===== config.mk =====
export PLATFORM = sky130hd
export DESIGN_NAME = serial_loader
export DESIGN_NICKNAME = d
export VERILOG_FILES = /design/src/rtl/serial_loader.sv
export SDC_FILE = /design/constraint.sdc
export NUM_CORES = 1
export LEC_CHECK = 0
export CAP_MARGIN = 30
export CORE_ASPECT_RATIO = 0.75
export CORE_MARGIN = 10
export CORE_UTILIZATION = 59
export DETAILED_ROUTE_END_ITERATION = 10
export PLACE_DENSITY_LB_ADDON = 0.3
export SETUP_SLACK_MARGIN = 0.02
export SLEW_MARGIN = 20
export SYNTH_ARGS = -nofsm -noshare
export SYNTH_HDL_FRONTEND = slang
export SYNTH_SLANG_ARGS = --single-unit

===== constraint.sdc =====
create_clock -name clk -period 3.25 [get_ports clk]
set_input_delay 0.8125 -clock clk [delete_from_list [all_inputs] [get_ports clk]]
set_output_delay 0.8125 -clock clk [all_outputs]
set_load 0.005 [all_outputs]

===== src/rtl/serial_loader.sv =====
// Serial frame loader: shifts 13-bit LSB-first frames from an sclk/mosi link and
// turns them into instruction/data memory writes, then issues a processor start pulse.
module serial_loader (
   input  logic       clk,
   input  logic       rst_n,
   input  logic       sclk_in,
   input  logic       mosi_in,
   input  logic [1:0] mode_in,
   output logic       imem_we,
   output logic       dmem_we,
   output logic [3:0] wr_addr,
   output logic [7:0] wr_data,
   output logic       done_out,
   output logic       start_out,
   output logic       frame_err
);

   localparam logic [1:0] MODE_IDLE = 2'b00;
   localparam logic [1:0] MODE_IMEM = 2'b01;
   localparam logic [1:0] MODE_DMEM = 2'b10;
   localparam logic [1:0] MODE_RUN  = 2'b11;
   localparam logic [3:0] STOP_IDX  = 4'd12;

   typedef enum logic [1:0] {
      IDLE   = 2'd0,
      SHIFT  = 2'd1,
      COMMIT = 2'd2,
      RUN    = 2'd3
   } state_t;

   state_t      state;
   logic        sclk_q;
   logic [3:0]  bit_cnt;
   logic [12:0] shreg;
   logic [1:0]  frame_mode;
   logic        sample;

   assign sample = sclk_in & ~sclk_q;

   // Loader FSM; strobes and flags are registered so the write appears in the COMMIT cycle.
   always_ff @(posedge clk or negedge rst_n) begin
      if (!rst_n) begin
         state      <= IDLE;
         sclk_q     <= 1'b0;
         bit_cnt    <= 4'd0;
         shreg      <= 13'd0;
         frame_mode <= 2'b00;
         imem_we    <= 1'b0;
         dmem_we    <= 1'b0;
         wr_addr    <= 4'd0;
         wr_data    <= 8'd0;
         done_out   <= 1'b0;
         start_out  <= 1'b0;
         frame_err  <= 1'b0;
      end else begin
         sclk_q    <= sclk_in;
         imem_we   <= 1'b0;
         dmem_we   <= 1'b0;
         start_out <= 1'b0;
         case (state)
            IDLE: begin
               if (sample && (mode_in == MODE_IMEM || mode_in == MODE_DMEM)) begin
                  state      <= SHIFT;
                  frame_mode <= mode_in;
                  shreg      <= {12'd0, mosi_in};
                  bit_cnt    <= 4'd1;
                  done_out   <= 1'b0;
               end else if (mode_in == MODE_RUN && done_out) begin
                  state     <= RUN;
                  start_out <= 1'b1;
               end else begin
                  state <= IDLE;
               end
            end
            SHIFT: begin
               if (mode_in != frame_mode) begin
                  state   <= IDLE;
                  bit_cnt <= 4'd0;
                  shreg   <= 13'd0;
               end else if (sample) begin
                  shreg[bit_cnt] <= mosi_in;
                  bit_cnt        <= bit_cnt + 4'd1;
                  // The stop bit is decided as it is sampled so the strobe lands in COMMIT.
                  if (bit_cnt == STOP_IDX) begin
                     state <= COMMIT;
                     if (!mosi_in) begin
                        wr_addr <= shreg[3:0];
                        wr_data <= shreg[11:4];
                        imem_we <= (frame_mode == MODE_IMEM);
                        dmem_we <= (frame_mode == MODE_DMEM);
                        if (shreg[3:0] == 4'hF) begin
                           done_out <= 1'b1;
                        end else begin
                           done_out <= done_out;
                        end
                     end else begin
                        frame_err <= 1'b1;
                     end
                  end else begin
                     state <= SHIFT;
                  end
               end else begin
                  state <= SHIFT;
               end
            end
            COMMIT: begin
               state   <= IDLE;
               bit_cnt <= 4'd0;
            end
            RUN: begin
               if (mode_in == MODE_IDLE) begin
                  state <= IDLE;
               end else begin
                  state <= RUN;
               end
            end
            default: begin
               state <= IDLE;
            end
         endcase
      end
   end

endmodule


After elaboration in Yosys (flattened, before gate mapping)
Index checks and enable logic that the tools add are counted.

operators by class
  eq/ne operators = 18
  order comparisons = 2
  add/sub/neg operators = 1
  bitwise operators = 4
  reduce and logical (&&, ||, !) cells = 14
  muxes and demuxes = 38

operator list
  operator                                                                             number
  13-bit two-way mux                                                                   3
  13-bit one-hot mux with 2 select lines                                               1
  1-bit two-way mux                                                                    20
  13-bit bitwise mux                                                                   1
  2-bit two-way mux                                                                    6
  4-bit two-way mux                                                                    3
  2-bit != test, second input constant                                                 6
  4-bit one-hot mux with 3 select lines                                                1
  2-bit == test, second input constant                                                 5
  5-bit AND reduction                                                                  2
  4-bit == test, second input constant                                                 2
  2-bit one-hot mux with 4 select lines                                                1
  7-bit AND reduction                                                                  1
  2-bit by 1-bit == test with 1-bit output, second input constant                      3
  3-bit AND reduction                                                                  2
  4-bit by 5-bit < comparator with 1-bit output, second input constant                 1
  4-bit by 1-bit adder with 4-bit output, second input constant                        1
  1-bit demux with 4-bit select                                                        1
  4-bit by 1-bit greater-or-equal comparator with 1-bit output, second input constant  1
  2-bit logical NOT                                                                    2
  1-bit logical AND                                                                    3
  3-bit != test, second input constant                                                 1
  1-bit inverter                                                                       3
  3-bit nonzero test                                                                   1
  6 further kinds                                                                      6

word-level totals
  flip-flop bits (word level) = 39
  word-level logic and storage cells = 89

Depth between registers and ports, before layout
Gate-level depths: netlist of run 1.

  depth after elaboration = 8
  depth in mapped cells = 7
  depth with buffers taken out = 6

Least setup slack after synthesis of run 1
No wires, ideal clock.

  path type = in2reg
  from = in mode_in[0]
  to = reg shreg[1]
  stages on the path = 6
  path slack = 1.106 ns
  setup time = 0.142 ns
  arrival time = 2.002 ns
  cells stage by stage = inv_1 ha_1 nand4b_1 o21ai_0 a21boi_1 o221ai_1

between the ends
  longest elaborated chain between the ends = 5

RTL lines
  item                                                                       RTL line  text
  from (decl)                                                                8         input logic [1:0] mode_in,
  2-bit by 1-bit == test with 1-bit output or 2-bit == test (tied branches)  62        if (sample && (mode_in == MODE_IMEM || mode_in == MODE_DMEM)) begin
  1-bit logical OR                                                           62
  1-bit logical AND                                                          62
  2-bit != test (no source line)                                             n/a
  3-bit AND reduction (no source line)                                       n/a
  to (signal assigned)                                                       65        shreg <= {12'd0, mosi_in};
  to (signal, indexed assignment)                                            81        shreg[bit_cnt] <= mosi_in;
  to (decl)                                                                  34        logic [12:0] shreg;

Parallel ways exist; a longest one is shown, timed or not.
A chain may end at the register's enable or synchronous reset.

Worst setup path in the final report of run 1
  from = in mode_in[0]
  to = reg shreg[2]

The elaborated chain is that of the path after synthesis.

==> qor.yml, run 1 <==
status:
  status: "completed"
final_layout:
  fin_nets: 232
  drive_gt1_frac: 0.07834
  syn2layout_area_growth_pct: 17.94
  stdcell_count: 255
  nFillCells: 216
  n_antenna_cell: 0
power_and_ir_drop:
  power_density_nw_per_um2: 563.9
  total_power_mw: 1.285
  leakage_nw: 1.050
  ir_drop_uv: 594.8
routing:
  wire_per_inst_um: 17.28
  drc: 0
  vias: 1580
  ant_nets: 0
  dr.pass1.iters: 4
  vias_per_cell: 6.196
  drt_wl_total_um: 4407
  drtIter0Drc: 115
min_path:
  hold_path_class: "reg2reg"
  min_to: "wr_data[2]"
  worstHoldStart: "wr_data[2]"
  holdPathStages: 2
die:
  die_area_um2: 5987
  core_area_um2: 3042
  ios: 23
  die_height_um: 69.56
  die_w_um: 86.08
  rows: 17
  initial_utilization: 0.6351
place:
  dpl.cell_count: 246
  port_buffers: 22
  gp_congestion: 0.8539
  dp_hpwl_um: 3186
logic_synthesis:
  synth_fa_ha_area_frac: 0.06477
  synth-compound-area-share: 0.1652
  ys_seq_elements: 38
  synth-xor-area-share: 0.009067
  netlist_top_cells_count: "38 x dfrtp_1, 24 x nand2_1, 16 x inv_1"
  synth-simple-area-share: 0.1820
  synthMuxAreaShare: 0.04016
  yosys.area.top_type: "dfrtp_1"
  avgSynthCellArea_um2: 10.11
  async_flop_share: 1.000
  synth_top_family_by_area: "simple AND/OR/NAND/NOR gates"
  ys_top_cells_by_area: "dfrtp_1 49%, ha_1 6.5%, nand2_1 4.7%, o21ai_0 3.6%, o221ai_1 3.6%"
  syn-cell-area_um2: 1932
  synthesis.nets: 207
  synth_edf_count: 0
  ys_types: 42
  yosysTopAreaCellShare: 0.4922
  ys_seq_area_frac: 0.4922
  synthFlopType: "dfrtp_1"
  yosys_warnings: 0
  yosysMostFrequentCell: "dfrtp_1"
  syn_inst: 191
timing:
  rsz0062_at_grt: "false"
  max_freq_ghz: 0.3544
  final-hold-violation-count: 0
  setup-violations-final: 0
  max_slew_margin: 0.4497
  finalMaxSlewViolations: 0
  skew_ns: 0.004615
  setup_tns_ns: 0
  period_share: 0.8681
  post-route-min-period_ns: 2.821
  worstMarginPinSlew_ns: 0.8255
grt:
  grt_pass1_wl_um: 7631
  grt_antenna_before_repair: 0
  grt_usage: 0.1545
  grt_pass1_vias: 1578
  grt_overflow: 0
  grt_max_degree: 39
setup_path:
  r2r_end: "shreg[2]"
  cp_data_arrival_time_ns: 2.97
  rrSetupSlack_ns: 0.96
  crit_buf_inv: 2
  slowest_stage: "a21boi_1"
  cpPeakStageDelay_ns: 0.55
  cpLargestDelayFamily: "compound AO/OA/AOI/OAI gates"
  crit_chain: "clkdlybuf4s50_1 -> inv_1 -> ha_1 -> nand4b_1 -> o21ai_0 -> a21boi_1 -> o221ai_1"
  r2r_cells: 6
  cp.required_ns: 3.40
  crit_type: "in2reg"
  crit_fanout: 7
  startpoint_type: "input port"
  endpoint_kind: "flip-flop"
  timing.rr.start: "state[0]"
cts:
  holdBufCountCts: 0
  htreeDepth: 2
  ctsLongestPathBuffers: 2
  numCtsBuffers: 5
  cts_tree: "yes"
  cts_setup_buffers: 0
  cts.sinks: 38
  post_cts_resized: 0
  clk_latency_ns: 0.29
  root_buffer: "clkbuf_8"
  clk_pin_slew_worst_paths_ns: 0.07
job:
  drv_cap: 0
[worst max path at each step]
stage          depth (start not counted)  slack (ns)       start       end
3_3_place_gp                           7        0.34  mode_in[0]  shreg[3]
6_report                               7        0.43  mode_in[0]  shreg[2]
5_1_grt                                7        0.24  mode_in[0]  shreg[3]
4_1_cts                                5        0.45  mode_in[0]  shreg[2]
3_5_place_dp                           5        0.16  mode_in[0]  shreg[2]
2_1_floorplan                          6        1.11  mode_in[0]  shreg[1]
[registers in the layout, indices dropped and copies added (netlist names)]
register and count:
wr_addr 4, sclk_q 1, state 2, frame_mode 2
dmem_we 1, frame_err 1, start_out 1, done_out 1
wr_data 8, imem_we 1, bit_cnt 4, shreg 12
[cells by family (layout without fill, tap and decap cells)]
logic type | count (synthesis) | count (layout)
and+or+nand+nor | 68 | 68
AOI/OAI and AO/OA | 46 | 46
DFF | 38 | 38
buffers and inverters | 21 | 47
adders and majority gates | 10 | 10
muxes | 6 | 6
xor gates and xnor gates | 2 | 2
[power by group]
group          switching (mW)  internal [mW]  leakage, nW
Sequential             0.0472          0.520        0.520
Combinational           0.211          0.117        0.478
Clock                   0.160          0.229       0.0524
[final cells by class]
cell class	instances	area, um2	area share
repair buffers	23	222.7	0.09775
multi-input cells	132	890.9	0.3910
clock buffers	7	76.32	0.03350
well taps	38	47.55	0.02087
flip-flops and latches	38	950.9	0.4174
clock inverters	1	30.03	0.01318
inverters	16	60.06	0.02636
[cells in the final DEF, fill, tap and decap left out, types with 2 or more instances in the layout]
| cell | n |
|---|---|
| o21ai_0 | 14 |
| a21oi_1 | 6 |
| nor2_1 | 10 |
| xor2_1 | 2 |
| mux2_2 | 2 |
| dfrtp_1 | 38 |
| o221ai_1 | 8 |
| a41oi_1 | 2 |
| nand4_1 | 2 |
| clkbuf_1 | 2 |
| clkbuf_8 | 5 |
| nor2b_1 | 4 |
| nand3_1 | 10 |
| nand2_1 | 24 |
| inv_1 | 16 |
| nand4b_1 | 2 |
| a211o_1 | 4 |
| clkdlybuf4s50_1 | 21 |
| a31oi_1 | 2 |
| ha_1 | 10 |
| and3_1 | 5 |
| nor3b_1 | 2 |
| or3_1 | 2 |
| mux2_4 | 3 |
[worst register-to-register path, stage by stage, from the launching register on]
cell and delay (ns):
dfrtp_1 0.40, inv_1 0.09, ha_1 0.41, nand4b_1 0.26
o21ai_0 0.25, a21boi_1 0.55, o221ai_1 0.20
[layer usage]
metal | track usage | share of wire | vias up | routed length [um]
li1 | - | - | 742 | -
met5 | 0 | 0 | - | 0
met1 | 0.1907 | 0.42 | 768 | 1840
met4 | 0.06703 | 0.017 | 0 | 74
met3 | 0.05269 | 0.086 | 9 | 379
met2 | 0.2367 | 0.48 | 61 | 2111
[stage by stage]
stage / util / setup slack, ns / area [um2] / hold slack [ns]
2_1_floorplan: - / 1.106 / 1932 / 0.4611
3_3_place_gp: 0.7116 / 0.3421 / 2165 / 0.4620
3_5_place_dp: 0.7116 / 0.1601 / 2165 / 0.4695
4_1_cts: 0.7466 / 0.4458 / 2271 / 0.4859
5_1_grt: 0.7491 / 0.2360 / 2278 / 0.5237
6_report: 0.7491 / 0.4286 / 2278 / 0.4794
Power figures use the tool's default switching activity.
==> inputs of run 2 (changes only) <==
CORE_MARGIN = default   (was 10)
==> qor.yml, run 2 (synthesis results as in run 1) <==
die:
  die_area_um2: 3510
  ios: 23
  die_height_um: 51.56
  rows: 17
  core_area_um2: 3020
  initial_utilization: 0.6396
  die_w_um: 68.08
timing:
  skew_ns: 0.005260
  worst_slack_ns: 0.4316
  setup_tns_ns: 0
  setup-violations-final: 0
  rsz0062_at_grt: "false"
  period_share: 0.8672
  post-route-min-period_ns: 2.818
  whs_ns: 0.4816
  worstMarginPinSlew_ns: 0.8183
  max_slew_margin: 0.4545
  max_freq_ghz: 0.3548
  finalMaxSlewViolations: 0
  final-hold-violation-count: 0
setup_path:
  cp.required_ns: 3.39
  crit_fanout: 7
  crit_type: "in2reg"
  slowest_stage: "a21boi_1"
  cp_data_arrival_time_ns: 2.96
  cpPeakStageDelay_ns: 0.56
  startpoint_type: "input port"
  cpLargestDelayFamily: "compound AO/OA/AOI/OAI gates"
  endpoint_kind: "flip-flop"
  crit_buf_inv: 2
  crit_chain: "clkdlybuf4s50_1 -> inv_1 -> ha_1 -> nand4b_1 -> o21ai_0 -> a21boi_1 -> o221ai_1"
grt:
  grt_antenna_before_repair: 0
  grt_overflow: 0
  grt_max_degree: 39
  grt_pass1_vias: 1527
  grt_pass1_wl_um: 7024
  grt_usage: 0.2849
routing:
  drt_wl_total_um: 4163
  vias: 1571
  wire_per_inst_um: 16.39
  drtIter0Drc: 143
  drc: 0
  dr.pass1.iters: 5
  ant_nets: 0
  vias_per_cell: 6.185
final_layout:
  largest_register_ffs: 12
  syn2layout_area_growth_pct: 18.26
  final_cell_mix: "38 x dfrtp_1, 24 x nand2_1, 21 x clkdlybuf4s50_1"
  drive_gt1_frac: 0.08333
  regMostFlops: "shreg"
  final_common_cell: "dfrtp_1"
  nFillCells: 213
  reg_top3: "shreg: 12 flops, wr_data: 8 flops"
  n_antenna_cell: 0
  fin_area_um2: 2285
  finalCoreUtilization: 0.7564
  fin_nets: 232
cts:
  clk_pin_slew_worst_paths_ns: 0.07
  numCtsBuffers: 5
  htreeDepth: 2
  clk_latency_ns: 0.30
  post_cts_resized: 0
  cts_tree: "yes"
  holdBufCountCts: 0
  ctsLongestPathBuffers: 2
  cts.sinks: 38
  cts_setup_buffers: 0
  root_buffer: "clkbuf_8"
place:
  dp_hpwl_um: 2987
  dpl_worst_slack_ns: 0.1344
  port_buffers: 22
  placed_area_um2: 2165
  gp_congestion: 0.8557
power_and_ir_drop:
  power_density_nw_per_um2: 570.7
  leakage_nw: 1.055
  ir_drop_uv: 387.2
job:
  drv_cap: 0
min_path:
  hold_path_class: "reg2reg"
status:
  status: "completed"
## run 2: cell count changes in the layout (fill, tap and decap cells not counted), sizes merged
cell    delta
clkbuf     -1
## run 2: final cells by class
type | count | area (um2) | share of cell area
sequential | 38 | 950.9 | 0.4162
clock inverter | 1 | 30.03 | 0.01314
timing repair buffer | 23 | 222.7 | 0.09748
clock buffer | 6 | 82.58 | 0.03614
tap | 38 | 47.55 | 0.02081
inverter | 16 | 60.06 | 0.02629
multi-input combinational | 132 | 890.9 | 0.3899
## run 2: per-stage QoR
| step | cells | power, mW |
|---|---|---|
| 6_report | 254 | 1.304 |
| 5_1_grt | 254 | 1.372 |
| 4_1_cts | 253 | 1.296 |
| 3_5_place_dp | 246 | 0.8891 |
| 3_3_place_gp | 246 | 0.8642 |
| 2_1_floorplan | 191 | 0.7981 |
## run 2: power breakdown
| group | total, mW | internal, mW | switching (mW) |
|---|---|---|---|
| Sequential | 0.568 | 0.520 | 0.0482 |
| Combinational | 0.329 | 0.117 | 0.212 |
| Clock | 0.407 | 0.245 | 0.161 |
## run 2: routing by layer
layer | share of wire | wire length [um] | vias up | global-route usage
met2 | 0.47 | 1973 | 60 | 0.4265
met1 | 0.44 | 1825 | 765 | 0.3712
met3 | 0.076 | 315 | 9 | 0.1096
met5 | 0 | 0 | - | 0
met4 | 0.012 | 49 | 0 | 0.1111
li1 | - | - | 737 | -
## run 2: worst register-to-register path: stages, from the launching register on
cell,delay (ns)
dfrtp_1,0.40
inv_1,0.10
ha_1,0.40
nand4b_1,0.25
o21ai_0,0.24
a21boi_1,0.56
o221ai_1,0.21
## run 2: worst paths after layout
path,cells past startpoint,slack [ns],start,to
setup / recovery,7,0.43,mode_in[1],shreg[3]
hold / removal,2,0.48,wr_data[3],wr_data[3]
setup reg to reg,6,0.93,state[0],shreg[3]
hold reg to reg,2,0.48,wr_data[3],wr_data[3]
max in group asynchronous,1,2.12,rst_n,start_out
min in group asynchronous,1,0.61,rst_n,wr_data[3]
==> inputs of run 3 (changes only) <==
CORE_UTILIZATION = 55   (was 59)
clock period = 3 ns   (was 3.25 ns; I/O delays follow)
==> qor.yml, run 3 (synthesis results as in run 1) <==
status:
  status: "completed"
place:
  placed_area_um2: 2187
  dp_hpwl_um: 3172
  dpl_worst_slack_ns: 0.04268
  gp_congestion: 0.8661
  port_buffers: 22
final_layout:
  n_antenna_cell: 0
  final_cell_mix: "38 x dfrtp_1, 24 x nand2_1, 22 x clkdlybuf4s50_1"
  nFillCells: 244
  syn2layout_area_growth_pct: 19.43
  final_common_cell: "dfrtp_1"
  reg_top3: "shreg: 12 flops, wr_data: 8 flops"
  fin_nets: 234
  drive_gt1_frac: 0.08716
  largest_register_ffs: 12
  fin_area_um2: 2307
  regMostFlops: "shreg"
min_path:
  holdPathStages: 2
  hold_path_class: "reg2reg"
  worstHoldStart: "wr_data[0]"
timing:
  rsz0062_at_grt: "false"
  worst_slack_ns: 0.3591
  post-route-min-period_ns: 2.641
  skew_ns: 0.005671
  finalMaxSlewViolations: 0
  worstMarginPinSlew_ns: 0.5376
  max_freq_ghz: 0.3787
  whs_ns: 0.4831
  setup_tns_ns: 0
  setup-violations-final: 0
  period_share: 0.8803
  final-hold-violation-count: 0
  max_slew_margin: 0.6378
cts:
  clk_latency_ns: 0.29
  clk_pin_slew_worst_paths_ns: 0.07
  ctsLongestPathBuffers: 2
  numCtsBuffers: 5
  cts_setup_buffers: 0
  htreeDepth: 2
  post_cts_resized: 0
  cts_tree: "yes"
  root_buffer: "clkbuf_8"
  holdBufCountCts: 0
  cts.sinks: 38
setup_path:
  r2r_cells: 8
  startpoint_type: "input port"
  crit_type: "in2reg"
  timing.rr.start: "state[1]"
  crit_path_start: "mode_in[0]"
  endpoint_kind: "flip-flop"
  cp.required_ns: 3.17
  crit_fanout: 5
  cp_data_arrival_time_ns: 2.81
grt:
  grt_usage: 0.2564
  grt_pass1_vias: 1501
  grt_pass1_wl_um: 7182
  grt_antenna_before_repair: 0
  grt_max_degree: 39
  grt_overflow: 0
routing:
  vias: 1546
  dr.pass1.iters: 4
  vias_per_cell: 5.992
  ant_nets: 0
  wire_per_inst_um: 16.91
  drt_wl_total_um: 4364
  drtIter0Drc: 130
  drc: 0
die:
  core_area_um2: 3311
  ios: 23
  rows: 18
  die_height_um: 53.33
  initial_utilization: 0.5835
  die_w_um: 70.44
  die_area_um2: 3756
power_and_ir_drop:
  ir_drop_uv: 413.0
  power_density_nw_per_um2: 617.3
  leakage_nw: 1.065
job:
  drv_cap: 0
## run 3: cell count changes in the layout (fill, tap and decap cells not counted)
cell,delta
buf_4,+2
clkdlybuf4s50_1,+1
buf_2,-1
## run 3: layout make-up
type,instances,area (um2),area share
Clock buffer,6,82.58,0.03579
Clock inverter,1,30.03,0.01302
Timing Repair Buffer,25,242.7,0.1052
Tap cell,40,50.05,0.02169
Multi-Input combinational cell,132,890.9,0.3861
Inverter,16,60.06,0.02603
Sequential cell,38,950.9,0.4121
## run 3: worst paths after layout
check                             end  slack, ns
max                         shreg[10]       0.36
min                        wr_data[0]       0.48
max reg2reg                  shreg[2]       0.78
min reg2reg                wr_data[0]       0.48
max in group asynchronous   start_out       1.79
min in group asynchronous  wr_data[3]       0.88
## run 3: worst max-delay path: stages
cell             delay [ns]
clkdlybuf4s50_1        0.52
inv_1                  0.08
ha_1                   0.35
nand4b_1               0.22
o21ai_0                0.23
o21ai_0                0.30
a211o_1                0.37
## run 3: report_power, final
group | internal [mW] | total (mW) | switching (mW) | leakage (nW)
registers | 0.563 | 0.616 | 0.0534 | 0.520
logic | 0.134 | 0.365 | 0.231 | 0.488
clock network | 0.266 | 0.443 | 0.177 | 0.0573
total | 0.962 | 1.42 | 0.462 | 1.06
## run 3: stage by stage
| step | power, mW | cells | utilization |
|---|---|---|---|
| 6_report | 1.424 | 258 | 0.6969 |
| 5_1_grt | 1.489 | 258 | 0.6969 |
| 4_1_cts | 1.416 | 257 | 0.6946 |
| 3_5_place_dp | 0.9767 | 250 | 0.6606 |
| 3_3_place_gp | 0.9547 | 250 | 0.6606 |
| 2_1_floorplan | 0.8646 | 191 | - |
## run 3: metal layers
metal  vias up  GRT usage  wire length (um)
met2        50     0.4254              2113
met3         7    0.05714               250
li1        741          -                 -
met4         0    0.09000                58
met5         -          0                 0
met1       748     0.3345              1941
==> RTL change 1: new RTL, config.mk and constraints of run 1 <==
Reset style: synchronous (`rst_n`), changed in one clocked block.
--- a/src/rtl/serial_loader.sv
+++ b/src/rtl/serial_loader.sv
@@ -38,7 +38,7 @@
    assign sample = sclk_in & ~sclk_q;
 
    // Loader FSM; strobes and flags are registered so the write appears in the COMMIT cycle.
-   always_ff @(posedge clk or negedge rst_n) begin
+   always_ff @(posedge clk) begin
       if (!rst_n) begin
          state      <= IDLE;
          sclk_q     <= 1'b0;
Behaviour: same outputs for any inputs over 10 cycles, from zero or initial values and one cycle with rst_n low; that may be too few to reach the edited logic, so the function may still have changed.
==> RTL change 1 against run 1 <==
  * Clock skew rose by 2.2 ps
  * Non-clock buffer count rose by 1
  * Area after synthesis fell by 0.91%
  * Die area fell by 0.67%
  * Setup slack improved by 150 ps
  * Routed wire length rose by 0.52%
  * Sequential share of layout area fell by 7.7 points
  * Cell area fell by 1.9%
  * Sequential cell count did not move
  * Critical endpoint is now shreg[5]
Power is not compared: it rests on default switching activity, and its combinational part moved more than twofold at a synthesized area within 25%.
==> RTL change 1: results (changes against run 1) <==
stage,metric,value,unit,change
yosys,post-synthesis mux area share,6.80,%,+2.8 points
setup_path,critical path startpoint,mode_in[1],,
yosys,Synth Net Count,230,,+11%
grt,vias in the first global route,1524,,-3.4%
final_layout,Multi-input comb cells,153,,+16%
setup_path,reg2reg setup slack,1270,ps,+310 ps
setup_path,RR Endpoint,shreg[5],,
setup_path,slowest library cell on the worst path,clkdlybuf4s50_1,,
setup_path,RR Startpoint,state[0],,
grt,Total GRT Usage,15.3,%,-0.11 points
routing,met2 WL,2.09,mm,-0.85%
setup_path,Top Family by Delay on Critical Path,simple AND/OR/NAND/NOR gates,,
routing,wire length on met3,333,um,-12%
final_layout,fraction of layout cells with a size suffix above 1,7.73,%,-0.11 points
yosys,post-synthesis xor/xnor area fraction,1.70,%,+0.79 points
routing,1st-pass router iterations,5,,+1
setup_path,CP max FO,16,,+9
outcome,status,"finished, final reports clean",,
routing,M1 wire length,1.95,mm,+6.2%
placed_design,Placer Congestion,0.939,,+9.9%
yosys,Synth Area in Compound Gates,14.4,%,-2.1 points
yosys,synth cell count leaders,"nand2_1, dfxtp_1, a21oi_1",,
yosys,Main synth FF type,dfxtp_1,,
final_layout,multi-input combinational area share,46.9,%,+7.8 points
final_layout,register share of the cell area,34.0,%,-7.7 points
yosys,ys async rst share,0,%,-100 points
grt,GRT met2 Usage,24.9,%,+1.2 points
RTL change 1: power groups by stage:
stage | registers, mW | clock network (mW) | logic (mW)
4_1_cts | 0.478 | 0.393 | 0.0970
6_report | 0.478 | 0.391 | 0.0985
3_5_place_dp | 0.488 | 0 | 0.0959
3_3_place_gp | 0.488 | 0 | 0.0918
5_1_grt | 0.479 | 0.418 | 0.109
2_1_floorplan | 0.487 | 0 | 0.0720
RTL change 1: worst min-delay path: cells and delay by family, from the launching register on:
kind          cells  cell delay (ps)
flops             1              310
mux               1               50
simple gates      1               50
RTL change 1: through the flow:
| stage | std cells | setup slack, ps | util (%) | cell area [sq um] |
|---|---|---|---|---|
| finish | 271 | 579 | 74.0 | 2230 |
| CTS | 271 | 596 | 74.0 | 2230 |
| detailed placement | 263 | 296 | 70.5 | 2130 |
| global route | 271 | 463 | 74.0 | 2230 |
| floorplan | 214 | 1100 | - | 1910 |
| global placement | 263 | 402 | 70.5 | 2130 |
==> RTL change 2: new RTL, flow settings as in run 1 <==
Made on the original files. Compare `bit_cnt` against `STOP_IDX` with >= in place of ==.
--- a/src/rtl/serial_loader.sv
+++ b/src/rtl/serial_loader.sv
@@ -81,7 +81,7 @@
                   shreg[bit_cnt] <= mosi_in;
                   bit_cnt        <= bit_cnt + 4'd1;
                   // The stop bit is decided as it is sampled so the strobe lands in COMMIT.
-                  if (bit_cnt == STOP_IDX) begin
+                  if (bit_cnt >= STOP_IDX) begin
                      state <= COMMIT;
                      if (!mosi_in) begin
                         wr_addr <= shreg[3:0];
Function: no difference found for any inputs over 10 cycles, from zero or initial values and one cycle with rst_n low; that may be too few to reach the edited logic, so the function may still have changed.
==> RTL change 2 against run 1 <==
  * Critical path depth up 1
  * First-iteration DRC count grew 62%
  * Setup slack gained 220 ps
  * Routed wire length decreased by 4.5%
  * Sequential cell count unchanged
  * Count of clock-buffer cells in the layout unchanged
  * Register-to-register slack better by 190 ps
  * Cell area is 2.6% higher
  * Total power increased by 3.0%
  * Area after synthesis rose by 3.1%
  * Die area is 2.3% higher
  * Critical path type unchanged
  * Largest cell class is now multi-input combinational cells
  * Highest routed layer unchanged
==> RTL change 2: results (changes against run 1) <==
stage,metric,value,unit,change
final_layout,Final #Nets,216,,-6.9%
routing,drt via density,6.12,,-1.3%
worst_hold_path,hold path endpoint,frame_err,,
placed_design,"number of placed instances, taps included",231,,-6.1%
final_layout,fill cell count,228,,+5.6%
final_layout,final std cells w/o fill,239,,-6.3%
grt,Total GRT Usage,14.8,%,-0.64 points
placed_design,Placer Congestion,0.869,,+1.7%
yosys,sequential fraction of the synthesis area,47.7,%,-1.5 points
power_and_ir_drop,combinational power,0.421,mW,+28%
power_and_ir_drop,clock share of power,25.5,%,-4.8 points
yosys,Yosys top cell area share,47.7,%,-1.5 points
timing,hold slack,470,ps,-9.70 ps
worst_hold_path,hold path startpoint,frame_err,,
yosys,Post-Synthesis Cells,173,,-9.4%
setup_path,slowest library cell on the worst path,clkdlybuf4s50_1,,
power_and_ir_drop,Max VDD drop,0.372,mV,-38%
final_layout,fraction of layout cells with a size suffix above 1,9.05,%,+1.2 points
setup_path,CP max FO,13,,+6
setup_path,critical path data arrival time,2800,ps,-170 ps
placed_design,Placement Setup Slack,334,ps,+173 ps
power_and_ir_drop,Logic pwr share,31.8,%,+6.3 points
setup_path,Top Family by Delay on Critical Path,buffers and inverters,,
setup_path,end of the critical path,shreg[0],,
setup_path,reg2reg setup slack,1150,ps,+190 ps
setup_path,RR Endpoint,wr_addr[3],,
setup_path,RR Startpoint,state[1],,
yosys,count of cell types in the netlist,44,,+4.8%
routing,final WL,4.21,mm,-4.5%
power_and_ir_drop,Int Power,0.855,mW,-1.2%
yosys,synth top area cells,"dfrtp_1, ha_1, mux2_1, a32o_1, o21ai_1",,
worst_hold_path,worst hold stages,1,,-1
power_and_ir_drop,Pleak,1.07,nW,+2.3%
timing,worst clock skew,6.06,ps,+1.45 ps
outcome,status,"finished, final reports clean",,
yosys,synth cell count leaders,"dfrtp_1, mux2_1, ha_1",,
==> RTL change 2: layer usage <==
layer | vias up | wire [um] | GRT usage (%)
met1 | 713 | 1920 | 20.2
met2 | 46 | 1880 | 20.5
li1 | 688 | - | -
met4 | 0 | 124 | 7.07
met5 | - | 0 | 0
met3 | 15 | 290 | 4.63
==> RTL change 2: cell families after synthesis <==
| group | synth area share, % |
|---|---|
| fa+ha+maj | 7.54 |
| buf+inv | 2.76 |
| flops | 47.7 |
| mux | 8.92 |
| simple gates | 16.3 |
| xor+xnor | 1.63 |
| compound gates | 15.1 |
==> RTL change 2: layout make-up <==
cell class                      instances  area, sq um  share of cell area (%)
Multi-Input combinational cell        122          986                    42.2
Sequential cell                        38          951                    40.7
Timing Repair Buffer                   25          238                    10.2
Clock buffer                            7         86.3                    3.69
Tap cell                               40         50.0                    2.14
Inverter                                6         22.5                   0.963
Clock inverter                          1         5.00                   0.214
